<file path="src/rtl/aes_round_sched.sv">
// aes_round_sched: sequences one AES block through an external, shared round datapath.
// Latency: rsp_valid is set by the (Nr+1)th edge after the accept edge, so the
//   accept edge is edge 1 of Nr+2. An illegal mode is answered at the accept edge itself.
// Backpressure: one job at a time. req_ready is high only in IDLE. A result is held
//   in DONE until rsp_ready. IDLE is re-entered for one cycle before the next accept.
//
// Ports
//   clk, reset_n          : clock and synchronous active-low reset
//   req_valid/req_ready   : job handshake with req_mode (00/01/10 = 128/192/256, 11 illegal),
//                           req_decrypt and the 128-bit req_data block
//   dp_state, dp_decrypt  : state word and direction presented to the round datapath
//   rk_sel, round_kind    : round-key index and round type (00 ARK, 01 full, 10 final)
//   dp_result             : combinational datapath answer for the presented step
//   rsp_valid/rsp_ready   : result handshake with rsp_data and rsp_error
//   busy                  : high whenever the scheduler is not in IDLE
module aes_round_sched #(
  parameter int NR_128 = 10,
  parameter int NR_192 = 12,
  parameter int NR_256 = 14
) (
  input  logic         clk,
  input  logic         reset_n,
  input  logic         req_valid,
  output logic         req_ready,
  input  logic [1:0]   req_mode,
  input  logic         req_decrypt,
  input  logic [127:0] req_data,
  output logic [127:0] dp_state,
  output logic         dp_decrypt,
  output logic [3:0]   rk_sel,
  output logic [1:0]   round_kind,
  input  logic [127:0] dp_result,
  output logic         rsp_valid,
  input  logic         rsp_ready,
  output logic [127:0] rsp_data,
  output logic         rsp_error,
  output logic         busy
);

  typedef enum logic [1:0] {IDLE, INIT, ROUND, DONE} fsm_t;

  localparam logic [1:0] KIND_ARK   = 2'b00;
  localparam logic [1:0] KIND_FULL  = 2'b01;
  localparam logic [1:0] KIND_FINAL = 2'b10;

  localparam logic [3:0] NR128 = 4'(NR_128);
  localparam logic [3:0] NR192 = 4'(NR_192);
  localparam logic [3:0] NR256 = 4'(NR_256);

  fsm_t         fsm;
  logic [127:0] state_q;  // working block; also the response payload
  logic         dec_q;    // direction latched at accept
  logic [3:0]   nr_q;     // round count latched at accept
  logic [3:0]   cnt_q;    // ROUND step number, 1..nr_q; 0 in INIT

  logic [3:0]   req_nr;
  logic         req_legal;
  logic         accept;
  logic [3:0]   cnt_nxt;
  logic         last_round;

  always_comb begin
    req_nr = NR128;
    case (req_mode)
      2'b00:   req_nr = NR128;
      2'b01:   req_nr = NR192;
      2'b10:   req_nr = NR256;
      default: req_nr = NR128;  // illegal jobs never use it
    endcase
  end

  assign req_legal  = (req_mode != 2'b11);
  assign accept     = req_valid && req_ready;
  // Only evaluated while cnt_q < nr_q, so the increment cannot wrap.
  assign cnt_nxt    = cnt_q + 4'd1;
  assign last_round = (cnt_q == nr_q);

  always_ff @(posedge clk) begin
    if (!reset_n) begin
      fsm        <= IDLE;
      state_q    <= '0;
      dec_q      <= 1'b0;
      nr_q       <= '0;
      cnt_q      <= '0;
      req_ready  <= 1'b1;
      rsp_valid  <= 1'b0;
      rsp_error  <= 1'b0;
      busy       <= 1'b0;
      rk_sel     <= '0;
      round_kind <= KIND_ARK;
    end else begin
      case (fsm)
        IDLE: begin
          if (accept) begin
            state_q   <= req_data;
            dec_q     <= req_decrypt;
            nr_q      <= req_nr;
            cnt_q     <= '0;
            req_ready <= 1'b0;
            busy      <= 1'b1;
            if (req_legal) begin
              fsm        <= INIT;
              // Initial AddRoundKey uses key 0 forward, key Nr inverse.
              rk_sel     <= req_decrypt ? req_nr : 4'd0;
              round_kind <= KIND_ARK;
            end else begin
              // The block is echoed back untouched with the error flag.
              fsm       <= DONE;
              rsp_valid <= 1'b1;
              rsp_error <= 1'b1;
            end
          end
        end

        INIT, ROUND: begin
          state_q <= dp_result;
          if (fsm == ROUND && last_round) begin
            fsm        <= DONE;
            rsp_valid  <= 1'b1;
            rk_sel     <= '0;
            round_kind <= KIND_ARK;
          end else begin
            // Set up step cnt_nxt: key index walks up (forward) or down (inverse).
            fsm        <= ROUND;
            cnt_q      <= cnt_nxt;
            rk_sel     <= dec_q ? (nr_q - cnt_nxt) : cnt_nxt;
            round_kind <= (cnt_nxt == nr_q) ? KIND_FINAL : KIND_FULL;
          end
        end

        DONE: begin
          // Return through IDLE so a new job is never taken on the response edge.
          if (rsp_ready) begin
            fsm       <= IDLE;
            rsp_valid <= 1'b0;
            rsp_error <= 1'b0;
            busy      <= 1'b0;
            req_ready <= 1'b1;
          end
        end

        default: fsm <= IDLE;
      endcase
    end
  end

  assign dp_state   = state_q;
  assign dp_decrypt = dec_q;
  assign rsp_data   = state_q;

  a_rk_range: assert property (@(posedge clk) disable iff (!reset_n) rk_sel <= nr_q);
  a_ready_idle: assert property (@(posedge clk) disable iff (!reset_n) req_ready == (fsm == IDLE));
  a_busy: assert property (@(posedge clk) disable iff (!reset_n) busy == (fsm != IDLE));
  a_rsp_hold: assert property (@(posedge clk) disable iff (!reset_n)
                               rsp_valid && !rsp_ready |=> rsp_valid && $stable(rsp_data));

endmodule
</file>
<file path="config.mk">
export PLATFORM = sky130hd
export DESIGN_NAME = aes_round_sched
export DESIGN_NICKNAME = d
export VERILOG_FILES = /design/src/rtl/aes_round_sched.sv
export SDC_FILE = /design/constraint.sdc
export NUM_CORES = 1
export LEC_CHECK = 0
export BUFFER_PORTS_ARGS = -buffer_cell sky130_fd_sc_hd__buf_2
export CORE_AREA = 4 4 205 207
export CTS_CLUSTER_DIAMETER = 40
export DETAILED_ROUTE_END_ITERATION = 16
export DIE_AREA = 0 0 209 211
export GPL_ROUTABILITY_DRIVEN = 0
export PLACE_DENSITY = 0.49
export SLEW_MARGIN = 20
export SYNTH_ARGS = -nofsm -noshare
export SYNTH_HDL_FRONTEND = slang
export SYNTH_SLANG_ARGS = --single-unit
</file>
<file path="constraint.sdc">
create_clock -name clk -period 5.2 [get_ports clk]
set_input_delay 1.04 -clock clk [delete_from_list [all_inputs] [get_ports clk]]
set_output_delay 1.04 -clock clk [all_outputs]
set_load 0.005 [all_outputs]
</file>
==> load_flow_metrics.sql, run 1 <==
INSERT INTO impl_metrics (metric_group, metric, value, unit) VALUES
('placed_design', 'dpl-instance-area', '10200', 'sq um'),
('critical_path', 'cp-startpoint', 'fsm[1]', ''),
('floorplanning', 'chipHeight', '211', 'um'),
('power', 'p_per_area', '623', 'nW/um^2'),
('routing', 'number_of_nets_with_antenna_violations_after_routing', '0', ''),
('synth', 'synth.yosys.seq_area_share', '0.370', ''),
('critical_path', 'critical_path_required', '5.53', 'ns'),
('critical_path', 'crit-reg2reg-capture', 'dp_state[112]', ''),
('clock_network', 'clkSlewWorstSetupHoldPaths', '0.07', 'ns'),
('layout', 'synthToLayoutAreaGrowth', '33.9', '%'),
('timing', 'fin_skew', '0.0112', 'ns'),
('synth', 'yosys_register_bits', '148', ''),
('grt', 'first_global_vias', '7039', ''),
('floorplanning', 'die_area', '44100', 'sq um'),
('timing', 'rsz_0062_raised_after_global_routing', 'false', ''),
('clock_network', 'cts_made_buffers', '17', ''),
('routing', 'totalWireLength', '25000', 'um'),
('critical_path', 'endpoint', 'dp_state[112]', ''),
('floorplanning', 'floorplan.initialDensity', '0.198', ''),
('critical_path', 'cp-end-kind', 'flip-flop', ''),
('synth', 'synthTopCellsByArea', 'dfxtp_1 37%, o211a_1 17%, mux2i_1 16%, buf_4 12%, nand2_1 6.8%', ''),
('floorplanning', 'die_x', '209', 'um'),
('clock_network', 'ctsHtreeMaxLevel', '4', ''),
('timing', 'final-setup-viol-count', '0', ''),
('grt', 'grt_max_degree', '87', ''),
('timing', 'hold_violations', '0', ''),
('floorplanning', 'ios', '530', ''),
('synth', 'number_of_enable_flip_flop_cells_after_synthesis', '0', ''),
('flow_run', 'maxCapViolations', '0', ''),
('critical_path', 'critPathLaunchType', 'flip-flop', ''),
('placed_design', 'port_buffers', '529', ''),
('outcome', 'status', 'completed', ''),
('placed_design', 'dp_worst_setup_slack', '2.33', 'ns'),
('timing', 'fmaxAchievable', '366', 'MHz'),
('power', 'p_total', '6.68', 'mW'),
('critical_path', 'worst_r2r_startpoint', 'fsm[1]', ''),
('placed_design', 'hpwl_after_detailed_placement', '19300', 'um'),
('layout', 'antenna_cells', '0', ''),
('timing', 'total_negative_slack_for_setup_checks', '0', 'ns'),
('routing', 'vias', '7106', ''),
('critical_path', 'reg2reg_setup_slack', '2.47', 'ns'),
('critical_path', 'r2r_cells', '7', ''),
('synth', 'synth_flop_cell', 'dfxtp_1', ''),
('clock_network', 'cts_root_buffer', 'clkbuf_16', ''),
('routing', 'drt_pre_antenna_iters', '4', ''),
('hold_path', 'min_from', 'rk_sel[0]', ''),
('critical_path', 'arrival_worst_endpoint', '3.06', 'ns'),
('clock_network', 'tritoncts', 'done', ''),
('critical_path', 'crit_path_max_fanout', '86', ''),
('timing', 'hold_ws', '0.460', 'ns'),
('routing', 'drt_iter0_drc', '353', ''),
('layout', 'num-nets-final', '1474', ''),
('floorplanning', 'fp.coreArea', '40400', 'sq um'),
('routing', 'detail_route.drc_violations', '0', ''),
('timing', 'max-slew-margin-rel', '0.348', ''),
('layout', 'fin_area', '10700', 'sq um'),
('timing', 'tightestPinTransition', '0.978', 'ns'),
('synth', 'synth.top_cell.area_share', '0.370', ''),
('critical_path', 'setup.worst_path.class', 'reg -> reg', ''),
('power', 'power.leakage', '6.55', 'nW'),
('layout', 'layout_cells_sized_above_1', '0.468', ''),
('synth', 'synth.cell_area', '8000', 'sq um'),
('grt', 'global_route_wire_length_before_repair', '37700', 'um'),
('synth', 'post_synth.cell_area_avg', '9.55', 'sq um'),
('hold_path', 'worstHoldPathType', 'reg -> reg', ''),
('clock_network', 'hold_buf_cts', '0', ''),
('synth', 'post-synth-top-area-cell', 'dfxtp_1', ''),
('routing', 'avgViaCountPerCell', '4.07', ''),
('power', 'ir_worst_vdd', '0.000362', 'V'),
('synth', 'netlist-cell-type-count', '39', ''),
('grt', 'grt_total_ovfl', '0', '');
## cell families (layout without fill, tap and decap cells)
kind of cell,after synthesis,in the layout,share of synthesized area
compound gates,169,169,0.194
xor+xnor,9,9,0.00985
fa+ha+maj,9,9,0.0138
buf+inv,199,576,0.160
flops,148,148,0.370
mux,131,131,0.164
simple gates,173,173,0.0879
## cell type report
cell class                      instances  area (sq um)  share of cell area
Multi-Input combinational cell        491          3780               0.352
Sequential cell                       148          2960               0.276
Timing Repair Buffer                  537          2740               0.255
Tap cell                              532           666              0.0621
Clock buffer                           22           464              0.0433
Clock inverter                          9          81.3             0.00759
Inverter                                8          30.0             0.00280
## critical path, stage by stage, from the launching register on
cell and delay [ns]:
dfxtp_1 0.37, inv_1 0.08, ha_4 0.54, nand2b_1 0.26
nand2_4 0.67, buf_12 0.39, nand2_1 0.10, o211a_1 0.14
## registers in the layout (all words and copies together), names as in the netlist
signal	flops
cnt_q	4
busy	1
dp_state	128
rk_sel	4
round_kind	2
nr_q	3
rsp_error	1
dp_decrypt	1
req_ready	1
rsp_valid	1
fsm	2
## cells in the final DEF (no fill, tap or decap), drive strengths merged, types with 2 or more instances in the layout
| cell | n |
|---|---|
| buf | 537 |
| dfxtp | 148 |
| nand2 | 145 |
| o211a | 132 |
| mux2i | 131 |
| clkbuf | 22 |
| a21oi | 11 |
| o21ai | 9 |
| inv | 8 |
| ha | 8 |
| xnor2 | 7 |
| nor2 | 7 |
| clkinv | 5 |
| nand3 | 4 |
| nor2b | 4 |
| a21boi | 4 |
| o21a | 3 |
| and2 | 3 |
| clkinvlp | 3 |
| nand2b | 2 |
| a22oi | 2 |
| xor2 | 2 |
| o211ai | 2 |
## report_power, final
part / internal, mW / total (mW) / switching [mW]
Sequential: 1.54 / 1.87 / 0.331
Clock: 0.677 / 1.17 / 0.491
Combinational: 1.73 / 3.64 / 1.91
Total: 3.94 / 6.68 / 2.73
## how the worst min path moves through the flow
stage,depth (start not counted),slack [ns],to
after floorplan,2,0.45,rk_sel[0]
after global placement,2,0.44,rk_sel[0]
after detailed placement,2,0.45,rk_sel[0]
after CTS,2,0.46,rk_sel[0]
after global routing,2,0.48,rk_sel[0]
final,2,0.46,rk_sel[0]
## per-layer routing
metal	track usage	share of wire	up-vias
met1	0.123	0.41	3217
met3	0.0325	0.077	14
met2	0.190	0.50	335
met4	0.0356	0.015	0
li1	-	-	3540
met5	0	0	-
## cell usage after synthesis, types with 2 or more instances
library cell and instances:
a21oi_1 11, dfxtp_1 148, nand2_1 145, buf_4 128, buf_2 37, nand2b_1 2
mux2i_1 131, clkbuf_1 25, o211ai_1 2, nand3_1 4, nor2b_1 4, o21a_1 3
xor2_1 2, nor2_1 7, a21boi_0 3, ha_1 8, inv_1 8, o211a_1 132
o21ai_0 9, xnor2_1 7, a22oi_1 2, and2_1 3
## per-stage QoR
step,util,std cells
after floorplan,-,838
after global placement,0.252,1716
after detailed placement,0.252,1716
after CTS,0.265,1747
after global routing,0.265,1747
final,0.265,1747
Note: power is estimated with default switching activity, not from simulation.
==> run 2: changes to the inputs <==
--- a/config.mk
+++ b/config.mk
@@ -5,13 +5,14 @@
 export SDC_FILE = /design/constraint.sdc
 export NUM_CORES = 1
 export LEC_CHECK = 0
+export ABC_AREA = 1
 export BUFFER_PORTS_ARGS = -buffer_cell sky130_fd_sc_hd__buf_2
-export CORE_AREA = 4 4 205 207
+export CORE_AREA = 4 4 207 209
 export CTS_CLUSTER_DIAMETER = 40
 export DETAILED_ROUTE_END_ITERATION = 16
-export DIE_AREA = 0 0 209 211
+export DIE_AREA = 0 0 211 213
 export GPL_ROUTABILITY_DRIVEN = 0
-export PLACE_DENSITY = 0.49
+export PLACE_DENSITY = 0.47
 export SLEW_MARGIN = 20
 export SYNTH_ARGS = -nofsm -noshare
 export SYNTH_HDL_FRONTEND = slang
==> constraint.sdc (replaced) <==
create_clock -name clk -period 2.8 [get_ports clk]
set_input_delay 0.56 -clock clk [delete_from_list [all_inputs] [get_ports clk]]
set_output_delay 0.56 -clock clk [all_outputs]
set_load 0.005 [all_outputs]
==> load_flow_metrics.sql, run 2 <==
INSERT INTO impl_metrics (metric_group, metric, value, unit) VALUES
('routing', 'drt_iter0_drc', '492', ''),
('floorplanning', 'die_x', '211', 'um'),
('clock_network', 'clkSlewWorstSetupHoldPaths', '0.06', 'ns'),
('synth', 'synthSimpleGateAreaFrac', '0.174', ''),
('floorplanning', 'placement_rows', '74', ''),
('clock_network', 'cts_num_sinks', '148', ''),
('clock_network', 'cts_root_buffer', 'clkbuf_16', ''),
('routing', 'avgViaCountPerCell', '4.20', ''),
('layout', 'num-fill-cells', '4567', ''),
('routing', 'totalWireLength', '28700', 'um'),
('synth', 'synth.yosys.seq_area_share', '0.398', ''),
('timing', 'timing.final.crit_period', '2.10', 'ns'),
('synth', 'muxShareOfSynthArea', '0', ''),
('synth', 'synthesis.instances', '1022', ''),
('synth', 'synth_flop_cell', 'dfxtp_1', ''),
('power', 'power_switching_share', '0.461', ''),
('synth', 'synth_compound_gate_area_share', '0.219', ''),
('synth', 'synth.top_cell.area_share', '0.398', ''),
('critical_path', 'worst_r2r_startpoint', 'fsm[1]', ''),
('grt', 'globalRouteTotalUtil', '0.119', ''),
('clock_network', 'ctsHtreeMaxLevel', '4', ''),
('layout', 'layout_commonest_cell', 'buf_2', ''),
('routing', 'detail_route.drc_violations', '0', ''),
('routing', 'vias', '8087', ''),
('synth', 'post_synth.cell_area_avg', '7.28', 'sq um'),
('clock_network', 'max_root_sink_buffers', '2', ''),
('power', 'seqPwrFrac', '0.309', ''),
('synth', 'post-synth-top-area-cell', 'dfxtp_1', ''),
('clock_network', 'hold_buf_cts', '0', ''),
('routing', 'number_of_nets_with_antenna_violations_after_routing', '0', ''),
('floorplanning', 'die_area', '44900', 'sq um'),
('grt', 'grt_max_degree', '134', ''),
('timing', 'fmaxAchievable', '476', 'MHz'),
('timing', 'timing.final.ws_setup', '0.700', 'ns'),
('timing', 'tightestPinTransition', '0.927', 'ns'),
('grt', 'grt_total_ovfl', '0', ''),
('timing', 'slew_viol_final', '0', ''),
('outcome', 'status', 'completed', ''),
('power', 'p_switching', '6.10', 'mW'),
('power', 'ir_worst_vdd', '0.000857', 'V'),
('synth', 'synthesized_area_fraction_occupied_by_xor_and_xnor_cells', '0.00235', ''),
('timing', 'rsz_0062_raised_after_global_routing', 'false', ''),
('critical_path', 'cp-startpoint', 'fsm[1]', ''),
('power', 'power.leakage', '5.21', 'nW'),
('layout', 'num-nets-final', '1653', ''),
('critical_path', 'critical_path_required', '3.16', 'ns'),
('timing', 'hold_violations', '0', ''),
('synth', 'netlist-cell-type-count', '23', ''),
('placed_design', 'port_buffers', '529', ''),
('floorplanning', 'floorplan.initialDensity', '0.182', ''),
('critical_path', 'r2r_cells', '9', ''),
('flow_run', 'maxCapViolations', '0', ''),
('critical_path', 'reg2reg_setup_slack', '0.70', 'ns'),
('grt', 'antenna_found_initial', '1', ''),
('critical_path', 'arrival_worst_endpoint', '2.46', 'ns'),
('synth', 'yosys_register_bits', '148', ''),
('layout', 'synthToLayoutAreaGrowth', '36.2', '%'),
('clock_network', 'post_cts.repair.setup_buffers', '0', ''),
('floorplanning', 'chipHeight', '213', 'um'),
('synth', 'synth_warnings', '0', ''),
('power', 'p_per_area', '1310', 'nW/um^2'),
('synth', 'synthMostInstantiatedCell', 'nand2_1', ''),
('hold_path', 'min_from', 'dp_result[97]', ''),
('timing', 'fin_skew', '0.00613', 'ns'),
('synth', 'number_of_enable_flip_flop_cells_after_synthesis', '0', ''),
('routing', 'drt_pre_antenna_iters', '5', ''),
('layout', 'area.sequential', '2960', 'sq um'),
('synth', 'synthTopCellsByArea', 'dfxtp_1 40%, nand2_1 15%, buf_4 14%, a31oi_1 11%, o21ai_0 8.1%', ''),
('placed_design', 'hpwl_after_detailed_placement', '21400', 'um'),
('timing', 'max-slew-margin-rel', '0.382', ''),
('grt', 'global_route_wire_length_before_repair', '42300', 'um'),
('critical_path', 'cp-end-kind', 'flip-flop', ''),
('grt', 'first_global_vias', '7735', ''),
('clock_network', 'cts_made_buffers', '17', ''),
('synth', 'largest_family_of_logic_cells_by_synthesized_area', 'compound AO/OA/AOI/OAI gates', ''),
('critical_path', 'critPathLaunchType', 'flip-flop', ''),
('layout', 'largest_register_ffs', '128', ''),
('power', 'power.share.clock', '0.157', ''),
('synth', 'synthAdderAreaFrac', '0.0134', ''),
('layout', 'multi_input_comb_area', '3070', 'sq um'),
('routing', 'route.detailed.wl_per_inst', '14.9', 'um'),
('hold_path', 'destination_of_the_worst_hold_path', 'dp_state[97]', ''),
('power', 'power_report.internal_total', '7.14', 'mW'),
('hold_path', 'worstHoldPathType', 'in -> reg', ''),
('timing', 'final-setup-viol-count', '0', ''),
('floorplanning', 'fp.coreArea', '40800', 'sq um'),
('synth', 'async_flop_share', '0', ''),
('hold_path', 'holdPathStages', '3', ''),
('layout', 'layout_cells_sized_above_1', '0.416', ''),
('timing', 'min_period_over_period', '0.750', ''),
('clock_network', 'post_cts.resized_instances', '0', ''),
('synth', 'synth.cell_area', '7440', 'sq um'),
('synth', 'net_count_after_synthesis', '1293', ''),
('critical_path', 'setup.worst_path.class', 'reg -> reg', ''),
('synth', 'netlist_top_cells_count', '307 x nand2_1, 148 x dfxtp_1, 137 x buf_4, 128 x a31oi_1, 121 x o21ai_0', ''),
('timing', 'total_negative_slack_for_setup_checks', '0', 'ns'),
('layout', 'antenna_cells', '0', ''),
('placed_design', 'dp_worst_setup_slack', '0.708', 'ns'),
('critical_path', 'crit_path_max_fanout', '66', ''),
('power', 'power.share.combinational', '0.534', ''),
('clock_network', 'clkLatencyLatePin', '0.44', 'ns'),
('floorplanning', 'ios', '530', ''),
('clock_network', 'tritoncts', 'done', ''),
('layout', 'mostFrequentLayoutCells', '528 x buf_2, 307 x nand2_1, 148 x dfxtp_1', ''),
('critical_path', 'crit-reg2reg-capture', 'dp_state[27]', '');
## run 2: power groups by stage
stage	sequential [mW]	combinational, mW	clock, mW
after global placement	4.12	7.21	0
after CTS	4.11	7.22	2.18
final	4.09	7.07	2.07
after floorplan	4.02	5.13	0
after detailed placement	4.12	7.21	0
after global routing	4.24	8.01	2.26
## run 2: worst max-delay path by stage
stage,cells past startpoint,to,slack [ns]
3_3_place_gp,9,dp_state[50],0.77
3_5_place_dp,9,dp_state[120],0.71
2_1_floorplan,11,dp_state[62],1.14
4_1_cts,9,dp_state[120],0.69
6_report,9,dp_state[27],0.70
5_1_grt,9,dp_state[49],0.49
## run 2: final cells by class
| type | count | area share |
|---|---|---|
| clock inverter | 10 | 0.00617 |
| sequential | 148 | 0.292 |
| clock buffer | 20 | 0.0441 |
| inverter | 35 | 0.0132 |
| multi-input combinational | 638 | 0.303 |
| tap | 532 | 0.0657 |
| timing repair buffer | 542 | 0.276 |
## run 2: worst max-delay path, stage by stage, from the launching register on
cell and delay [ns]:
dfxtp_1 0.37, inv_1 0.09, ha_4 0.30, inv_4 0.10
nor2_4 0.13, inv_2 0.07, nand2_8 0.33, buf_12 0.28
o21ai_0 0.11, a31oi_1 0.16
## run 2: logic make-up (layout without fill, tap and decap cells)
family | count (synthesis) | after routing
buffers and inverters | 236 | 607
adder cells (fa/ha/maj) | 8 | 8
AND/OR/NAND/NOR | 335 | 335
AO/OA/AOI/OAI | 293 | 293
flip-flops | 148 | 148
XOR/XNOR | 2 | 2
## run 2: through the flow
step	power [mW]	area (sq um)	hold slack, ns	utilization	std cells
2_1_floorplan	9.15	7440	0.455	-	1022
3_3_place_gp	11.3	9630	0.454	0.236	1895
3_5_place_dp	11.3	9630	0.458	0.236	1895
4_1_cts	13.5	10100	0.338	0.248	1925
5_1_grt	14.5	10100	0.349	0.248	1925
6_report	13.2	10100	0.380	0.248	1925
## run 2: routing by layer
metal	GRT usage	vias up	wire length [um]
met1	0.141	3658	11900
met3	0.0351	36	2250
met2	0.202	369	13900
met4	0.0456	2	656
li1	-	4022	-
met5	0	-	20
==> run 3: changes to the inputs <==
==> constraint.sdc (replaced) <==
create_clock -name clk -period 2.16 [get_ports clk]
set_input_delay 0.432 -clock clk [delete_from_list [all_inputs] [get_ports clk]]
set_output_delay 0.432 -clock clk [all_outputs]
set_load 0.005 [all_outputs]
==> load_flow_metrics.sql, run 3 (same netlist as run 2, synthesis figures left out) <==
INSERT INTO impl_metrics (metric_group, metric, value, unit) VALUES
('outcome', 'status', 'completed', ''),
('timing', 'fmaxAchievable', '514', 'MHz'),
('layout', 'finish.utilization', '0.254', ''),
('routing', 'vias', '8141', ''),
('grt', 'antenna_found_initial', '1', ''),
('routing', 'drt_iter0_drc', '586', ''),
('timing', 'slew_viol_final', '0', ''),
('routing', 'number_of_nets_with_antenna_violations_after_routing', '0', ''),
('clock_network', 'max_root_sink_buffers', '2', ''),
('grt', 'global_route_wire_length_before_repair', '42500', 'um'),
('layout', 'antenna_cells', '0', ''),
('clock_network', 'tritoncts', 'done', ''),
('timing', 'rsz_0062_raised_after_global_routing', 'false', ''),
('clock_network', 'hold_buf_cts', '0', ''),
('floorplanning', 'placement_rows', '74', ''),
('layout', 'synthToLayoutAreaGrowth', '39.2', '%'),
('grt', 'grt_max_degree', '75', ''),
('critical_path', 'arrival_worst_endpoint', '2.32', 'ns'),
('timing', 'fin_skew', '0.00784', 'ns'),
('timing', 'timing.final.ws_setup', '0.214', 'ns'),
('clock_network', 'cts_root_buffer', 'clkbuf_16', ''),
('layout', 'largest_register_ffs', '128', ''),
('clock_network', 'cts_made_buffers', '17', ''),
('grt', 'first_global_vias', '7835', ''),
('critical_path', 'setup.worst_path.class', 'reg -> reg', ''),
('layout', 'mostFrequentLayoutCells', '528 x buf_2, 307 x nand2_1, 148 x dfxtp_1', ''),
('layout', 'layout_cells_sized_above_1', '0.419', ''),
('clock_network', 'post_cts.resized_instances', '0', ''),
('timing', 'max-slew-margin-rel', '0.641', ''),
('floorplanning', 'ios', '530', ''),
('critical_path', 'critical_path_required', '2.54', 'ns'),
('timing', 'hold_violations', '0', ''),
('grt', 'globalRouteTotalUtil', '0.119', ''),
('layout', 'layout_commonest_cell', 'buf_2', ''),
('placed_design', 'port_buffers', '529', ''),
('critical_path', 'cp-end-kind', 'flip-flop', ''),
('placed_design', 'hpwl_after_detailed_placement', '21800', 'um'),
('routing', 'route.detailed.wl_per_inst', '14.8', 'um'),
('routing', 'totalWireLength', '28600', 'um'),
('layout', 'num-nets-final', '1657', ''),
('timing', 'final-setup-viol-count', '0', ''),
('power', 'power.leakage', '5.31', 'nW'),
('flow_run', 'maxCapViolations', '0', ''),
('power', 'p_per_area', '1740', 'nW/um^2'),
('critical_path', 'crit_path_max_fanout', '33', ''),
('layout', 'layout.cells.non_filler', '1931', ''),
('timing', 'min_period_over_period', '0.901', ''),
('timing', 'total_negative_slack_for_setup_checks', '0', 'ns'),
('clock_network', 'clkSlewWorstSetupHoldPaths', '0.06', 'ns'),
('hold_path', 'worstHoldPathType', 'in -> reg', ''),
('critical_path', 'critPathLaunchType', 'flip-flop', ''),
('floorplanning', 'die_area', '44900', 'sq um'),
('timing', 'hold_ws', '0.237', 'ns'),
('clock_network', 'ctsHtreeMaxLevel', '4', ''),
('power', 'ir_worst_vdd', '0.000972', 'V'),
('timing', 'tightestPinTransition', '0.539', 'ns'),
('routing', 'avgViaCountPerCell', '4.22', ''),
('floorplanning', 'chipHeight', '213', 'um'),
('timing', 'timing.final.crit_period', '1.95', 'ns'),
('clock_network', 'cts_num_sinks', '148', ''),
('floorplanning', 'fp.coreArea', '40800', 'sq um'),
('grt', 'grt_total_ovfl', '0', ''),
('floorplanning', 'die_x', '211', 'um'),
('placed_design', 'dp.cells', '1899', ''),
('clock_network', 'post_cts.repair.setup_buffers', '0', ''),
('clock_network', 'clkLatencyLatePin', '0.45', 'ns'),
('routing', 'drt_pre_antenna_iters', '4', ''),
('floorplanning', 'floorplan.initialDensity', '0.182', ''),
('routing', 'detail_route.drc_violations', '0', ''),
('placed_design', 'dp_worst_setup_slack', '0.186', 'ns');
==> run 3: final cells by class <==
class | instances | area [sq um]
Fill cell | 4546 | 30500
Multi-Input combinational cell | 638 | 3070
Sequential cell | 148 | 2960
Timing Repair Buffer | 546 | 2870
Tap cell | 532 | 666
Clock buffer | 21 | 460
Clock inverter | 11 | 200
Inverter | 35 | 134
==> run 3: metrics by stage <==
stage / area (sq um) / power [mW]
final: 10400 / 18.0
after global routing: 10400 / 19.7
after CTS: 10400 / 18.4
after detailed placement: 9700 / 14.9
after global placement: 9700 / 14.9
after floorplan: 7440 / 11.9
==> run 3: per-layer routing <==
metal | GRT usage | wire, um | vias up
met5 | 0 | 13 | -
met4 | 0.0543 | 794 | 2
met3 | 0.0372 | 2330 | 46
met2 | 0.198 | 13800 | 364
met1 | 0.142 | 11700 | 3692
li1 | - | - | 4037
==> run 3: power by group <==
group | total [mW] | internal (mW) | switching (mW) | leakage, nW
Sequential | 5.29 | 4.17 | 1.12 | 1.22
Clock | 3.36 | 2.12 | 1.24 | 0.314
Combinational | 9.39 | 3.77 | 5.62 | 3.77
Total | 18.0 | 10.1 | 7.98 | 5.31
==> run 3: worst paths after layout <==
path                    to  cells after the start  slack (ns)          start
max reg2reg   dp_state[62]                      9        0.21         fsm[0]
min           dp_state[66]                      3        0.24  dp_result[66]
max           dp_state[62]                      9        0.21         fsm[0]
min reg2reg  round_kind[1]                      2        0.46  round_kind[1]
==> run 3: critical path, stage by stage, from the launching register on <==
cell and delay, ns:
dfxtp_1 0.37, inv_1 0.10, ha_4 0.32, inv_4 0.06, nor2_4 0.11, inv_2 0.07
nand2_8 0.24, buf_4 0.29, o21ai_0 0.10, a31oi_1 0.17
